File: config.mk
export PLATFORM = sky130hd
export DESIGN_NAME = wb_shadow_dump_flat
export DESIGN_NICKNAME = d
export VERILOG_FILES = /design/src/rtl/wb_shadow_dump_if.sv /design/src/rtl/wb_shadow_dump.sv /design/src/flat_wrapper.sv
export SDC_FILE = /design/constraint.sdc
export NUM_CORES = 2
export LEC_CHECK = 0
export BUFFER_PORTS_ARGS = -buffer_cell sky130_fd_sc_hd__buf_4
export CAP_MARGIN = 25
export CORE_MARGIN = 3
export CORE_UTILIZATION = 48
export DETAILED_ROUTE_END_ITERATION = 10
export SKIP_CTS_REPAIR_TIMING = 1
export SYNTH_ARGS = -nofsm -noshare
export SYNTH_HDL_FRONTEND = slang
export SYNTH_SLANG_ARGS = --single-unit
export TNS_END_PERCENT = 30
File: constraint.sdc
create_clock -name clk -period 3.3 [get_ports clk]
set_input_delay 0.99 -clock clk [delete_from_list [all_inputs] [get_ports clk]]
set_output_delay 0.99 -clock clk [all_outputs]
set_load 0.05 [all_outputs]
File: src/rtl/wb_shadow_dump_if.sv
// Writeback capture and dump stream bundle for wb_shadow_dump.
// The master side is the core/sink harness; the slave side is the shadow dumper.
interface wb_shadow_dump_if;
  logic        wb_e;
  logic [4:0]  wb_a;
  logic [31:0] wb_d;
  logic        dump;
  logic        out_valid;
  logic        out_ready;
  logic [4:0]  out_idx;
  logic [31:0] out_data;
  logic        out_last;
  logic        busy;
  logic        dump_done;
  logic [31:0] commit_cnt;

  modport master (
    output wb_e, wb_a, wb_d, dump, out_ready,
    input  out_valid, out_idx, out_data, out_last, busy, dump_done, commit_cnt
  );

  modport slave (
    input  wb_e, wb_a, wb_d, dump, out_ready,
    output out_valid, out_idx, out_data, out_last, busy, dump_done, commit_cnt
  );
endinterface

File: src/rtl/wb_shadow_dump.sv
// Shadow register file fed by the core writeback port; dumps (index, value) beats on a dump rising edge.
// Define WB_SHADOW_DIRTY_ONLY_EN to emit only registers written since the previous dump.
module wb_shadow_dump (
  input  logic             clk,
  input  logic             reset,
  wb_shadow_dump_if.slave  bus
);
  typedef enum logic [1:0] {IDLE, SEND, DONE} state_t;

  state_t      state, state_n;
  logic [31:0] shadow [32];
  logic [31:0] commit_cnt_q;
  logic        dump_q;
  logic [4:0]  idx_q;
  logic [31:0] data_q;
  logic        last_q;

  logic        wr, start, hs, load, load_last;
  logic [4:0]  load_idx;
  logic [31:0] load_data;

  assign wr    = bus.wb_e && (bus.wb_a != 5'd0);
  assign start = bus.dump && !dump_q && (state == IDLE);
  assign hs    = (state == SEND) && bus.out_ready;

`ifdef WB_SHADOW_DIRTY_ONLY_EN
  logic [31:0] dirty, pending, src, src_rest;
  logic [4:0]  low;
  logic        any;

  // Lowest set index of the mask being walked: dirty at start, pending afterwards.
  always_comb begin
    src = (state == IDLE) ? dirty : pending;
    low = 5'd0;
    any = 1'b0;
    for (int i = 31; i >= 0; i--) begin
      if (src[i]) begin
        low = 5'(i);
        any = 1'b1;
      end
    end
    src_rest = src & ~(32'd1 << low);
  end

  always_ff @(posedge clk) begin
    if (reset) begin
      dirty   <= '0;
      pending <= '0;
    end else begin
      if (start) dirty <= '0;
      if (wr)    dirty[bus.wb_a] <= 1'b1;
      if (load)  pending <= src_rest;
    end
  end
`endif

  always_ff @(posedge clk) begin
    if (reset) state <= IDLE;
    else       state <= state_n;
  end

  always_comb begin
    state_n   = state;
    load      = 1'b0;
    load_idx  = 5'd0;
    load_last = 1'b0;
    unique case (state)
      IDLE: if (start) begin
`ifdef WB_SHADOW_DIRTY_ONLY_EN
        if (any) begin
          state_n   = SEND;
          load      = 1'b1;
          load_idx  = low;
          load_last = (src_rest == '0);
        end else begin
          state_n = DONE;
        end
`else
        state_n = SEND;
        load    = 1'b1;
`endif
      end
      SEND: if (hs) begin
        if (last_q) begin
          state_n = DONE;
        end else begin
          load = 1'b1;
`ifdef WB_SHADOW_DIRTY_ONLY_EN
          load_idx  = low;
          load_last = (src_rest == '0);
`else
          load_idx  = idx_q + 5'd1;
          load_last = (idx_q == 5'd30);
`endif
        end
      end
      DONE:    state_n = IDLE;
      default: state_n = IDLE;
    endcase
  end

  // Entry 0 is never written, so it reads back as 0 without a special case.
  always_comb begin
    load_data = shadow[load_idx];
    if (wr && (bus.wb_a == load_idx)) load_data = bus.wb_d;
  end

  always_ff @(posedge clk) begin
    if (reset) begin
      for (int i = 0; i < 32; i++) shadow[i] <= '0;
      commit_cnt_q <= '0;
      dump_q       <= 1'b0;
      idx_q        <= '0;
      data_q       <= '0;
      last_q       <= 1'b0;
    end else begin
      dump_q <= bus.dump;
      if (bus.wb_e) commit_cnt_q <= commit_cnt_q + 32'd1;
      if (wr)       shadow[bus.wb_a] <= bus.wb_d;
      // Beat fields only move on a load, which keeps them stable under backpressure.
      if (load) begin
        idx_q  <= load_idx;
        data_q <= load_data;
        last_q <= load_last;
      end
    end
  end

  assign bus.out_valid  = (state == SEND);
  assign bus.busy       = (state == SEND);
  assign bus.dump_done  = (state == DONE);
  assign bus.out_idx    = idx_q;
  assign bus.out_data   = data_q;
  assign bus.out_last   = last_q;
  assign bus.commit_cnt = commit_cnt_q;
endmodule
File: src/flat_wrapper.sv
// flat-port wrapper written by rule: the top's interface ports become plain ports
module wb_shadow_dump_flat 
  (clk, reset, bus_wb_e, bus_wb_a, bus_wb_d, bus_dump, bus_out_ready, bus_out_valid, bus_out_idx, bus_out_data, bus_out_last, bus_busy, bus_dump_done, bus_commit_cnt);
  wb_shadow_dump_if bus_i ();
  input  logic clk;
  input  logic reset;
  input wire logic [$bits(bus_i.wb_e)-1:0] bus_wb_e;
  input wire logic [$bits(bus_i.wb_a)-1:0] bus_wb_a;
  input wire logic [$bits(bus_i.wb_d)-1:0] bus_wb_d;
  input wire logic [$bits(bus_i.dump)-1:0] bus_dump;
  input wire logic [$bits(bus_i.out_ready)-1:0] bus_out_ready;
  output wire logic [$bits(bus_i.out_valid)-1:0] bus_out_valid;
  output wire logic [$bits(bus_i.out_idx)-1:0] bus_out_idx;
  output wire logic [$bits(bus_i.out_data)-1:0] bus_out_data;
  output wire logic [$bits(bus_i.out_last)-1:0] bus_out_last;
  output wire logic [$bits(bus_i.busy)-1:0] bus_busy;
  output wire logic [$bits(bus_i.dump_done)-1:0] bus_dump_done;
  output wire logic [$bits(bus_i.commit_cnt)-1:0] bus_commit_cnt;
  assign bus_i.wb_e = bus_wb_e;
  assign bus_i.wb_a = bus_wb_a;
  assign bus_i.wb_d = bus_wb_d;
  assign bus_i.dump = bus_dump;
  assign bus_i.out_ready = bus_out_ready;
  assign bus_out_valid = bus_i.out_valid;
  assign bus_out_idx = bus_i.out_idx;
  assign bus_out_data = bus_i.out_data;
  assign bus_out_last = bus_i.out_last;
  assign bus_busy = bus_i.busy;
  assign bus_dump_done = bus_i.dump_done;
  assign bus_commit_cnt = bus_i.commit_cnt;
  wb_shadow_dump u_core (.clk(clk), .reset(reset), .bus(bus_i));
endmodule
==> results.py <==
metrics = {
    "place": {
        "gp_congestion": 0.8948,
        "hpwlAfterDp_mm": 106.3,
        "place_ws_ns": -0.1075,
        "io_buffers": 114,
        "placed_cells": 5565,
    },
    "critical_path": {
        "reg2reg_depth": 10,
        "endpoint_kind": "register",
        "cp_common_cell": "a221oi_1",
        "setup.worst_path.class": "reg -> reg",
        "cp_slowest_cell": "ha_2",
        "path_max_fanout": 10,
        "critical-path-max-stage-delay_ns": 0.51,
        "startpoint_type": "register",
        "cp.required_ns": 3.94,
        "worst_ep_arrival_time_ns": 3.76,
        "crit_chain": "inv_2, ha_2, nand2_1, nand2_2, buf_4, a221oi_1, a221oi_1, nor3_1, or3_1, a211oi_1",
    },
    "floorplanning": {
        "boundaryPins": 115,
        "initial_core_util": 0.4875,
        "dieArea_um2": 110000,
        "row_count": 118,
        "die_w_um": 331.6,
        "die_y_um": 331.6,
        "core-area_um2": 104400,
    },
    "route": {
        "drt_iter0_markers": 4878,
        "dr.pass1.iters": 7,
        "ant_nets": 0,
        "wirelength_mm": 174.9,
        "num_vias": 35670,
        "drc": 0,
        "vias_per_cell": 6.156,
        "wl_per_cell_um": 30.18,
    },
    "clock_network": {
        "cts_made_buffers": 117,
        "numClockSinks": 1097,
        "clk_path_buf_depth": 3,
        "root_buffer": "clkbuf_16",
        "h-tree-depth": 3,
        "clk_latency_ns": 0.72,
        "cts_tree": "yes",
        "clk_pin_slew_ns": 0.06,
    },
    "yosys": {
        "synth_top_flop_cell": "edfxtp_1",
        "synth_area_um2": 50890,
        "yosysSeqAreaShare": 0.6330,
        "syn_area_per_cell_um2": 12.27,
        "yosys_warnings": 0,
        "yosys.area.top_type": "edfxtp_1",
        "synth_edf_count": 1024,
        "yosysTopAreaCellShare": 0.6042,
        "synth_cells": 4147,
        "async_reset_ff_frac": 0,
        "synth.distinct_cells": 88,
        "ys_ff_latch": 1097,
        "yosys-top-cells-area": "edfxtp_1 60%, and2_1 12%, dfxtp_1 2.9%",
    },
    "timing": {
        "finalSetupViolCount": 0,
        "clock_skew_ns": 0.02808,
        "max_freq_mhz": 319.6,
        "fin_crit_ns": 3.129,
        "whs_ns": 0.5089,
        "drv_slew": 0,
        "worst_pin_slew_ns": 0.8558,
        "rsz0062_at_grt": "false",
        "hold_violations": 0,
        "slew_headroom": 0.4295,
        "finalWorstSetupSlack_ns": 0.1708,
        "min_period_over_period": 0.9482,
        "setup_tns_ns": 0,
    },
    "run": {
        "cap_violations": 0,
    },
    "status": {
        "outcome": "completed",
    },
    "finish": {
        "stdcell_count": 5795,
        "utilization": 0.5667,
        "layout_commonest_cell": "edfxtp_1",
        "fillerInstances": 8583,
        "final_cell_mix": "1024 x edfxtp_1, 995 x and2_1, 369 x nand2_1, 326 x buf_4, 126 x mux2i_1",
        "drive_gt1_frac": 0.1703,
        "area_growth_pct": 16.24,
        "nets": 4351,
    },
    "pwr": {
        "powerDensity_nw_per_um2": 538.5,
        "p_leak_uw": 0.02105,
        "vdd_drop_max_mv": 0.4040,
    },
    "global_routing": {
        "grt_max_degree": 138,
        "grt_usage": 0.3123,
        "antenna_found_initial": 13,
        "grt_pass1_vias": 34650,
        "grt_pass1_wl_mm": 250.5,
        "overflow": 0,
    },
    "worst_hold_path": {
        "hold_class": "reg -> reg",
        "hold_depth": 2,
    },
}
## synthesized netlist by cell type, types with 10 or more instances
master,count
xor2_1,19
a211oi_1,51
edfxtp_1,1024
nand2_1,371
buf_4,32
o211ai_1,77
buf_1,10
or2_2,31
nand3_1,95
mux2i_1,126
nor2_1,134
a2111o_1,10
o22a_1,10
nor3_1,53
a221oi_1,51
a222oi_1,10
a21oi_1,94
nand2b_1,18
o21ai_0,42
a31oi_1,80
a22oi_1,14
nand4_1,12
buf_2,108
clkbuf_1,248
dfxtp_1,73
mux2_2,45
o22ai_1,34
o221ai_1,82
nor2b_1,11
and2_1,995
and3_1,26
## worst max-delay path: cells and delay by family, from the launching register on
kind | cells | cell delay (ns)
flip-flops | 1 | 0.40
AO/OA/AOI/OAI | 3 | 0.83
buffers and inverters | 2 | 0.26
AND/OR/NAND/NOR | 4 | 1.05
adder cells (fa/ha/maj) | 1 | 0.51
## final timing paths
kind | from | endpoint | slack, ns
worst max-delay path | u_core.bus.out_idx[0] | u_core.bus.out_data[23] | 0.17
worst min-delay path | u_core.bus.commit_cnt[28] | u_core.bus.commit_cnt[28] | 0.51
worst max register to register | u_core.bus.out_idx[0] | u_core.bus.out_data[23] | 0.17
worst min register to register | u_core.bus.commit_cnt[28] | u_core.bus.commit_cnt[28] | 0.51
## state kept, by name (all words and copies together), names as in the netlist
signal and flops:
u_core.shadow 1024, u_core.bus.out_last 1, u_core.dump_q 1, u_core.state 2, u_core.bus.out_data 32, u_core.bus.out_idx 5
u_core.bus.commit_cnt 32
## through the flow
stage	area (um^2)	total power (uW)
2_1_floorplan	51010	17760
3_3_place_gp	55290	18940
3_5_place_dp	55290	18980
4_1_cts	59110	31930
5_1_grt	59150	32690
6_report	59150	31850
## routing by layer
layer | routed length [um] | vias to the layer above | track usage
li1 | - | 15350 | -
met1 | 69260 | 17830 | 0.4268
met2 | 80720 | 2079 | 0.4945
met3 | 17030 | 412 | 0.05839
met4 | 7864 | 2 | 0.1255
met5 | 13 | - | 0
## power by group
part,internal [uW],switching [uW]
clock,7570,5550
combinational,788,1730
sequential,15900,279
total,24300,7550
## layout make-up
type	instances	area, um^2	share of cell area
timing repair buffer	415	4220	0.07135
multi-input combinational	2669	17140	0.2897
inverter	6	22.52	0.0003807
tap	1380	1727	0.02919
clock buffer	168	3344	0.05654
clock inverter	55	474.2	0.008017
antenna	5	12.51	0.0002115
sequential	1097	32210	0.5446
## logic make-up (layout without fill, tap and decap cells)
group | count (synthesis) | count (layout) | synth area share
XOR/XNOR | 32 | 32 | 0.006097
flip-flops | 1097 | 1097 | 0.6330
AO/OA/AOI/OAI | 631 | 631 | 0.09144
adder cells (fa/ha/maj) | 3 | 3 | 0.0007377
buffers and inverters | 412 | 644 | 0.03658
other | 1 | 37 | 0.00007369
multiplexers | 178 | 178 | 0.03784
AND/OR/NAND/NOR | 1793 | 1793 | 0.1943
No activity file was read; power rests on OpenSTA's default activity.
